[src/rtl/rle_decompressor_pkg.sv]
// Shared definitions for the run-length decoder: FSM encoding and code-byte fields.
package rle_decompressor_pkg;

    typedef enum logic [1:0] {
        ST_IDLE = 2'd0,
        ST_RUN  = 2'd1,
        ST_GAP  = 2'd2
    } state_t;

    // Code byte layout: bit7 carries the bit value, bits 6:0 the run length.
    localparam int VAL_BIT = 7;
    localparam int LEN_MSB = 6;

    // Zero-length codes: value 1 flushes a partial word, value 0 does nothing.
    localparam logic [7:0] CODE_FLUSH = 8'h80;
    localparam logic [7:0] CODE_NOP   = 8'h00;

endpackage

[src/rtl/rle_fill_mask.sv]
// Combinational mask of the word bits covered by a run segment: bits [fill .. fill+k-1].
module rle_fill_mask #(
    parameter int N  = 32,
    parameter int FW = 6,
    parameter int KW = 7
) (
    input  logic [FW-1:0] fill,
    input  logic [KW-1:0] k,
    output logic [N-1:0]  mask
);

    // Mark every bit position inside the half-open window [fill, fill+k).
    always_comb begin
        mask = '0;
        for (int i = 0; i < N; i++) begin
            if ((i >= int'(fill)) && (i < (int'(fill) + int'(k)))) begin
                mask[i] = 1'b1;
            end
        end
    end

endmodule

[src/rtl/rle_decompressor.sv]
// Expands a byte-wide run-length stream into N-bit words, LSB first, with a
// one-cycle store pulse per word and a throttle gap between consecutive words.
module rle_decompressor
    import rle_decompressor_pkg::*;
#(
    parameter int N         = 32,
    parameter int STORE_GAP = 1
) (
    input  logic         clk,
    input  logic         reset,
    input  logic         in_valid,
    input  logic [7:0]   in_data,
    output logic         in_ready,
    output logic         store,
    output logic [N-1:0] data
);

    localparam int FW = $clog2(N + 1);
    // Segment length never exceeds min(127, N), so the wider of the two fits it.
    localparam int KW = (FW > 7) ? FW : 7;
    localparam int GW = (STORE_GAP > 0) ? $clog2(STORE_GAP + 1) : 1;
    // The completion cycle itself is the first paused cycle, hence the minus one.
    localparam logic [GW-1:0] GAP_LOAD = GW'((STORE_GAP > 0) ? (STORE_GAP - 1) : 0);
    localparam logic [KW-1:0] N_K      = KW'(N);

    state_t        state;
    logic [N-1:0]  word;
    logic [FW-1:0] fill;
    logic [6:0]    run_left;
    logic          val;
    logic [GW-1:0] gap_cnt;
    // done: word holds a completed word that goes out on the next edge.
    logic          done;
    // flush_pend: a flush was accepted; the partial word completes next cycle.
    logic          flush_pend;

    logic [6:0]    in_len;
    logic          in_val;
    logic          accept;

    logic [N-1:0]  base_word;
    logic [FW-1:0] base_fill;
    logic [KW-1:0] room;
    logic [KW-1:0] run_k;
    logic [KW-1:0] k;
    logic [KW-1:0] fill_after;
    logic [6:0]    left_after;
    logic          full_after;
    logic [N-1:0]  mask;
    logic [N-1:0]  stepped_word;

    assign in_len   = in_data[LEN_MSB:0];
    assign in_val   = in_data[VAL_BIT];
    assign in_ready = (state == ST_IDLE);
    assign accept   = in_valid && in_ready;

    rle_fill_mask #(
        .N  (N),
        .FW (FW),
        .KW (KW)
    ) u_fill_mask (
        .fill (base_fill),
        .k    (k),
        .mask (mask)
    );

    // One run step: a word being emitted this edge counts as already cleared,
    // so with no gap the next word starts filling in the same cycle.
    always_comb begin
        base_word    = done ? '0 : word;
        base_fill    = done ? '0 : fill;
        room         = N_K - KW'(base_fill);
        run_k        = KW'(run_left);
        k            = (run_k < room) ? run_k : room;
        fill_after   = KW'(base_fill) + k;
        left_after   = run_left - 7'(k);
        full_after   = (fill_after == N_K);
        stepped_word = (base_word & ~mask) | (val ? mask : '0);
    end

    // Decoder FSM with registered store/data outputs.
    always_ff @(posedge clk) begin
        if (reset) begin
            state      <= ST_IDLE;
            word       <= '0;
            fill       <= '0;
            run_left   <= '0;
            val        <= 1'b0;
            gap_cnt    <= '0;
            done       <= 1'b0;
            flush_pend <= 1'b0;
            store      <= 1'b0;
            data       <= '0;
        end else begin
            store <= done;
            done  <= 1'b0;
            if (done) begin
                data <= word;
                word <= '0;
                fill <= '0;
            end

            case (state)
                ST_IDLE: begin
                    if (accept) begin
                        if (in_len != 7'd0) begin
                            run_left <= in_len;
                            val      <= in_val;
                            state    <= ST_RUN;
                        end else if ((in_data == CODE_FLUSH) && (base_fill != '0)) begin
                            flush_pend <= 1'b1;
                            state      <= ST_RUN;
                        end
                    end
                end

                ST_RUN: begin
                    if (flush_pend) begin
                        flush_pend <= 1'b0;
                        done       <= 1'b1;
                        if (STORE_GAP > 0) begin
                            gap_cnt <= GAP_LOAD;
                            state   <= ST_GAP;
                        end else begin
                            state <= ST_IDLE;
                        end
                    end else begin
                        word     <= stepped_word;
                        fill     <= FW'(fill_after);
                        run_left <= left_after;
                        if (full_after) begin
                            done <= 1'b1;
                            if (STORE_GAP > 0) begin
                                gap_cnt <= GAP_LOAD;
                                state   <= ST_GAP;
                            end else begin
                                state <= (left_after != 7'd0) ? ST_RUN : ST_IDLE;
                            end
                        end else if (left_after == 7'd0) begin
                            state <= ST_IDLE;
                        end
                    end
                end

                ST_GAP: begin
                    if (gap_cnt == '0) begin
                        state <= (run_left != 7'd0) ? ST_RUN : ST_IDLE;
                    end else begin
                        gap_cnt <= gap_cnt - 1'b1;
                    end
                end

                default: state <= ST_IDLE;
            endcase
        end
    end

endmodule
[config.mk]
export PLATFORM = sky130hd
export DESIGN_NAME = rle_decompressor
export DESIGN_NICKNAME = d
export VERILOG_FILES = /design/src/rtl/rle_decompressor_pkg.sv /design/src/rtl/rle_fill_mask.sv /design/src/rtl/rle_decompressor.sv
export SDC_FILE = /design/constraint.sdc
export NUM_CORES = 1
export LEC_CHECK = 0
export CORE_ASPECT_RATIO = 0.6
export CORE_MARGIN = 1
export CORE_UTILIZATION = 35
export CTS_CLUSTER_DIAMETER = 60
export DETAILED_ROUTE_END_ITERATION = 10
export SYNTH_ARGS = -nofsm -noshare
export SYNTH_HDL_FRONTEND = slang
export SYNTH_HIERARCHICAL = 1
export SYNTH_SLANG_ARGS = --single-unit
[constraint.sdc]
create_clock -name clk -period 5 [get_ports clk]
set_input_delay 0.5 -clock clk [delete_from_list [all_inputs] [get_ports clk]]
set_output_delay 0.5 -clock clk [all_outputs]
set_load 0.005 [all_outputs]
Word-level counts from Yosys, hierarchy flattened
Cells that the tools add are included.
- register bits after elaboration: 84
- latch bits: 0
- memory bits (writable): 0
- memory bits (read-only): 0
- bits of input ports: 11
- output and inout port bits: 34
- word-level logic and storage cells: 207
- memories: 0
- add/subtract/negate cells: 5
- multipliers: 0
- div/mod/pow operators: 0
- magnitude comparators: 65
- equality and inequality tests: 13
- shifts and indexed selects: 0
- muxes and demuxes: 63
- bitwise operators: 4
- reduce and logical (&&, ||, !) cells: 47
- operators by type and width (kind ; count):
    $lt 6x32->1 const A ; 16
    $lt 5x32->1 const A ; 8
    $lt 4x32->1 const A ; 4
    $mux 32 ; 4
    $ge 5x6->1 const A ; 16
    $lt 3x32->1 const A ; 2
    $ge 4x6->1 const A ; 8
    $mux 1 ; 41
    $logic_and 1x1->1 ; 34
    $and 32x32->32 ; 1
    $lt 1x32->1 const A ; 1
    $lt 2x32->1 const A ; 1
    $not 32->32 ; 1
    $or 32x32->32 ; 1
    $mux 7 ; 4
    $ge 3x6->1 const A ; 4
    $mux 6 ; 3
    $mux 2 ; 7
    $pmux 7 s2 ; 1
    $reduce_bool 7->1 ; 2
    $ge 1x6->1 const A ; 2
    $ge 2x6->1 const A ; 2
    $reduce_and 4->1 ; 3
    $add 6x7->8 ; 1
    other kinds (24) ; 30

Logic depth before layout (Yosys ltp)
- depth after elaboration: 13
- gate-level depth with buffers: 27
- depth with buffers taken out: 23

Cells and area by module
Netlist, hierarchy kept.
- by module, submodules not included (module ; instances ; cells an instance ; area an instance (um2) ; sequential area each (um2)):
    rle_decompressor ; 1 ; 552 ; 4400.5 ; 1661.6
    rle_fill_mask ; 1 ; 141 ; 1042.2 ; 0.0

Worst setup path before layout
Ideal clock, no wire load.
- path type: register to register
- start: reg done
- end: reg word[8]
- setup time: 70 ps
- data arrival time: 5267 ps
- data required time: 4930 ps
- setup slack: -337 ps
- cell stages (with the launch flop): 25
- path buffers: 3
- period minus slack after synthesis: 5337 ps
- cell sequence: dfxtp_1 clkbuf_1 inv_1 clkbuf_1 nand2_1 ha_1 xor2_1 ha_1 o21ai_0 o21bai_1 maj3_2 o211a_1 nor2_2 clkbuf_1 or4_1 a21boi_0 ha_1 a211oi_1 a21oi_1 a21o_1 a211oi_4 a221oi_1 nand2_1 nand3_1 a21oi_1
- word-level cells in the longest chain between the ends: 13
- elaborated cells on any way between the ends: 16
- classes of those cells: add/sub (2); order compare (3); mux (7); bitwise (3); reduce/logical (1)
- ends and longest elaborated chain (item ; RTL line ; RTL):
    start, declared ; rle_decompressor.sv:33 ; logic done;
    start signal, assigned ; rle_decompressor.sv:90 ; done <= 1'b0;
    start signal, assigned ; rle_decompressor.sv:96 ; done <= 1'b0;
    start signal, assigned ; rle_decompressor.sv:120 ; done <= 1'b1;
    $mux 6 * ; rle_decompressor.sv:71 ; base_fill = done ? '0 : fill;
    $sub 6x6->7 * ; rle_decompressor.sv:72 ; room = N_K - KW'(base_fill);
    $lt 7x7->1 ; rle_decompressor.sv:74 ; k = (run_k < room) ? run_k : room;
    $mux 7 * ; rle_decompressor.sv:74 ;
    named net k[5] ; rle_decompressor.sv:45 ; logic [KW-1:0] k;
    $add 6x7->8 * ; rle_fill_mask.sv:16 ; if ((i >= int'(fill)) && (i < (int'(fill) + int'(k)))) begin
    $lt 5x32->1 * ; rle_fill_mask.sv:16 ;
    $logic_and 1x1->1 * ; rle_fill_mask.sv:16 ;
    $mux 1 * ; rle_fill_mask.sv:16 ;
    named net mask[8] ; rle_decompressor.sv:49 ; logic [N-1:0] mask;
    $not 32->32 ; rle_decompressor.sv:78 ; stepped_word = (base_word & ~mask) | (val ? mask : '0);
    $and 32x32->32 ; rle_decompressor.sv:78 ;
    $or 32x32->32 * ; rle_decompressor.sv:78 ;
    $mux 32 * ; rle_decompressor.sv:118 ; if (flush_pend) begin
    $mux 32 * ; rle_decompressor.sv:103 ; case (state)
    end signal, assigned ; rle_decompressor.sv:128 ; word <= stepped_word;
    end, declared ; rle_decompressor.sv:27 ; logic [N-1:0] word;
The timed path passes the listed nets; every way through them passes the cells marked *.
A chain may end at the register's enable or synchronous reset.

Final worst setup path
- start: reg done
- end: reg state[0]
- word-level cells in the longest chain between the ends: 9
- elaborated cells on any way between the ends: 16
- classes of those cells: add/sub (3); order compare (1); eq/ne (3); mux (5); reduce/logical (4)
- ends and longest elaborated chain (item ; RTL line ; RTL):
    $mux 6 * ; rle_decompressor.sv:71 ;
    $sub 6x6->7 * ; rle_decompressor.sv:72 ;
    $lt 7x7->1 ; rle_decompressor.sv:74 ;
    $mux 7 * ; rle_decompressor.sv:74 ;
    named net k[0] ; rle_decompressor.sv:45 ;
    $add 6x7->7 ; rle_decompressor.sv:75 ; fill_after = KW'(base_fill) + k;
    $eq 7x6->1 ; rle_decompressor.sv:77 ; full_after = (fill_after == N_K);
    $mux 2 ; rle_decompressor.sv:131 ; if (full_after) begin
    $mux 2 ; rle_decompressor.sv:118 ;
    $pmux 2 s3 ; rle_decompressor.sv:103 ;
    end signal, assigned ; rle_decompressor.sv:137 ; state <= (left_after != 7'd0) ? ST_RUN : ST_IDLE;
    end signal, assigned ; rle_decompressor.sv:147 ; state <= (run_left != 7'd0) ? ST_RUN : ST_IDLE;
    end, declared ; rle_decompressor.sv:26 ; state_t state;
Marked as above.

==> results.ini <==
[placed_design]
place.port_buffers = 44
hpwl_um = 11100
place.gp.congestion = 0.930

[finish]
syn_to_final_growth_pct = 20.6
seqCellArea_um2 = 1670
fillers = 1447
mostFrequentLayoutCell = nand2_1
final_cell_mix = nand2_1 (81), dfxtp_1 (80), nand3_1 (77)
multi_input_area_um2 = 3570
n_antenna_cell = 0
layout-drive-gt1-share = 0.146
final_nets = 757

[floorplan]
ios = 45
die_width_um = 163
num_rows = 34
die_h_um = 98.6
initial_core_util = 0.367
die-area_um2 = 16100
core-area_um2 = 14800

[critical_path]
cpPeakStageDelay_ns = 0.39
ff2ff_setup_slack_ns = 0.25
slowest_stage = nor4b_2
r2r_end = state[0]$_SDFFE_PP0P_
crit_start = done$_SDFF_PP0_
r2r_cells = 23
crit_required_ns = 5.20
critical_path_arrival_ns = 4.95
end_kind = flop
cp_cell_sequence = inv_1 > nand2_1 > ha_2 > inv_1 > ha_1 > nor4b_2 > o21bai_1 > maj3_2 > o211ai_1 > nand2_2 > nand2_1 > o21ai_1 > ha_2 > inv_1 > nor2_1 > o31a_1 > maj3_1 > a21oi_1 > a21oi_1 > xnor2_1 > nand4bb_1 > nor4b_2 > o41ai_2
worstPathMaxFanout = 5
reg2reg_from = done$_SDFF_PP0_
startpoint_type = flop
crit_type = flop to flop
endpoint = state[0]$_SDFFE_PP0P_
path_common_cell = inv_1

[sta]
clock_skew_ns = 0.00801
maxSlewViolCount = 0
hold_viol_final = 0
timing.final.crit_share = 0.951
setup_viol = 0
worst_slew_pin_slew_ns = 1.15
fmax_mhz = 210
finalCriticalPeriod_ns = 4.75
relSlewSlack = 0.235
tns_ns = 0

[synthesis]
netlist_top_cells_area = dfxtp_1 (31%), nand3_1 (7.1%), mux2i_1 (7.0%), nand2_1 (5.7%), a21oi_1 (5.6%)
synth-seq-area-share = 0.305
yosysWarnings = 6
synth_top_area_cell = dfxtp_1
avgSynthCellArea_um2 = 7.85
synthCells = 693
syn-num-nets = 722
synthArstFlopShare = 0
syn_area_um2 = 5440
synth_edf_count = 0
ys_types = 76
synth_seq_cells = 83
ys.flop_type = dfxtp_1
synth.top_cell.area_share = 0.305

[clock_network]
cts-buffers-inserted = 9
cts.reportedPaths.clkPinSlew_ns = 0.07
clock_sinks = 83
worstSkewPairLatency_ns = 0.34
ctsHoldBuffers = 0
h-tree-depth = 3
cts_buffer_depth = 2
cts_tree = yes
ctsRootBufferMaster = clkbuf_16

[detailed_routing]
viasPerCell = 5.61
drtIter0Drc = 503
vias = 5219
wirelength_um = 15500
route.detailed.drc = 0
dr.pass1.iters = 6
ant_nets = 0
drt-wirelength-per-cell_um = 16.7

[global_routing]
grt_pass1_wl_um = 25100
grt-ovfl-total = 0
grt_pass1_vias = 4726
antenna_found_initial = 0
grtUsageTotal = 0.196
grt_max_degree = 83

[run_status]
outcome = finished, final reports clean

[flow_run]
cap_viol_max_count = 0

[worst_hold_path]
min_path_type = flop to flop

[layout make-up]
type / count / area share
clock inverter: 6 / 0.0107
sequential: 83 / 0.254
timing repair buffer: 73 / 0.105
clock buffer: 10 / 0.0364
tap: 198 / 0.0377
multi-input combinational: 540 / 0.545
inverter: 21 / 0.0120
[per-layer routing]
layer  track usage  part of all wire  up-vias
met5             0                 0        -
met4        0.0417            0.0094        0
met3        0.0412             0.061       16
met2         0.259              0.39      161
met1         0.314              0.54     2466
li1              -                 -     2576
[synthesized netlist by cell type (3+ instances only)]
library cell   n
a211oi_1       8
a21oi_1       61
a221oi_1       8
a221oi_2       8
a311oi_1       3
a31oi_1        5
and2_1         4
and3_1         3
buf_1          5
buf_6          6
clkbuf_1      35
dfxtp_1       83
ha_1          17
inv_1         20
mux2i_1       38
nand2_1       82
nand2b_1       6
nand3_1       77
nor2_1        71
nor2b_1        4
nor3_1         9
nor4_1         3
nor4b_1        4
o211ai_1       7
o21a_1         5
o21ai_0       29
o221ai_1       3
or2_2          6
or3_1          4
xnor2_1       15
[worst min-delay path by stage]
stage                     depth (start not counted)                  end           startpoint  slack [ns]
after CTS                                         2  word[31]$_SDFF_PP0_  word[31]$_SDFF_PP0_        0.49
after global routing                              2  word[11]$_SDFF_PP0_  word[11]$_SDFF_PP0_        0.51
after global placement                            2  word[23]$_SDFF_PP0_  word[23]$_SDFF_PP0_        0.47
final                                             2  word[12]$_SDFF_PP0_  word[12]$_SDFF_PP0_        0.49
after detailed placement                          2  word[31]$_SDFF_PP0_  word[31]$_SDFF_PP0_        0.48
after floorplan                                   2  word[23]$_SDFF_PP0_  word[23]$_SDFF_PP0_        0.45
[metrics by stage]
stage | util | worst slack (ns) | hold slack (ns) | cell area, um^2 | cells
finish | 0.442 | 0.247 | 0.485 | 6570 | 931
global route | 0.442 | -0.0231 | 0.505 | 6570 | 931
CTS | 0.432 | 0.0511 | 0.488 | 6420 | 927
detailed placement | 0.411 | -0.00164 | 0.479 | 6100 | 911
global placement | 0.411 | 0.184 | 0.468 | 6100 | 911
floorplan | - | 0.0135 | 0.448 | 5460 | 693
[worst max-delay path: cells and delay by family, from the launching register on]
family	cells	cell delay, ns
and+or+nand+nor	7	1.22
adders and majority gates	5	1.48
buffers and inverters	3	0.30
DFF	1	0.33
AOI/OAI and AO/OA	7	1.10
xor gates and xnor gates	1	0.18
[flip-flops by register name, indices dropped and copies added (netlist names)]
| name | count |
|---|---|
| data | 32 |
| done | 1 |
| fill | 6 |
| flush_pend | 1 |
| run_k | 7 |
| state | 2 |
| store | 1 |
| val | 1 |
| word | 32 |
[cells by family (layout without fill, tap and decap cells)]
family,Yosys count,after routing,share of synthesized area
xor+xnor,21,21,0.0405
compound gates,174,174,0.232
simple gates,286,286,0.244
flops,83,83,0.305
buf+inv,70,110,0.0595
fa+ha+maj,21,21,0.0487
mux,38,38,0.0699
[repair_timing]
action | 4_1_cts | 5_1_grt
buffers inserted | 0 | 4
endpoints found under the setup margin | 1 | 32
gates resized for setup | 1 | 25
pin swaps | 0 | 7
cloned | 0 | 0
Power is not shown: default switching activity piles up to over one toggle a cycle in this logic, so the estimate is an artifact.
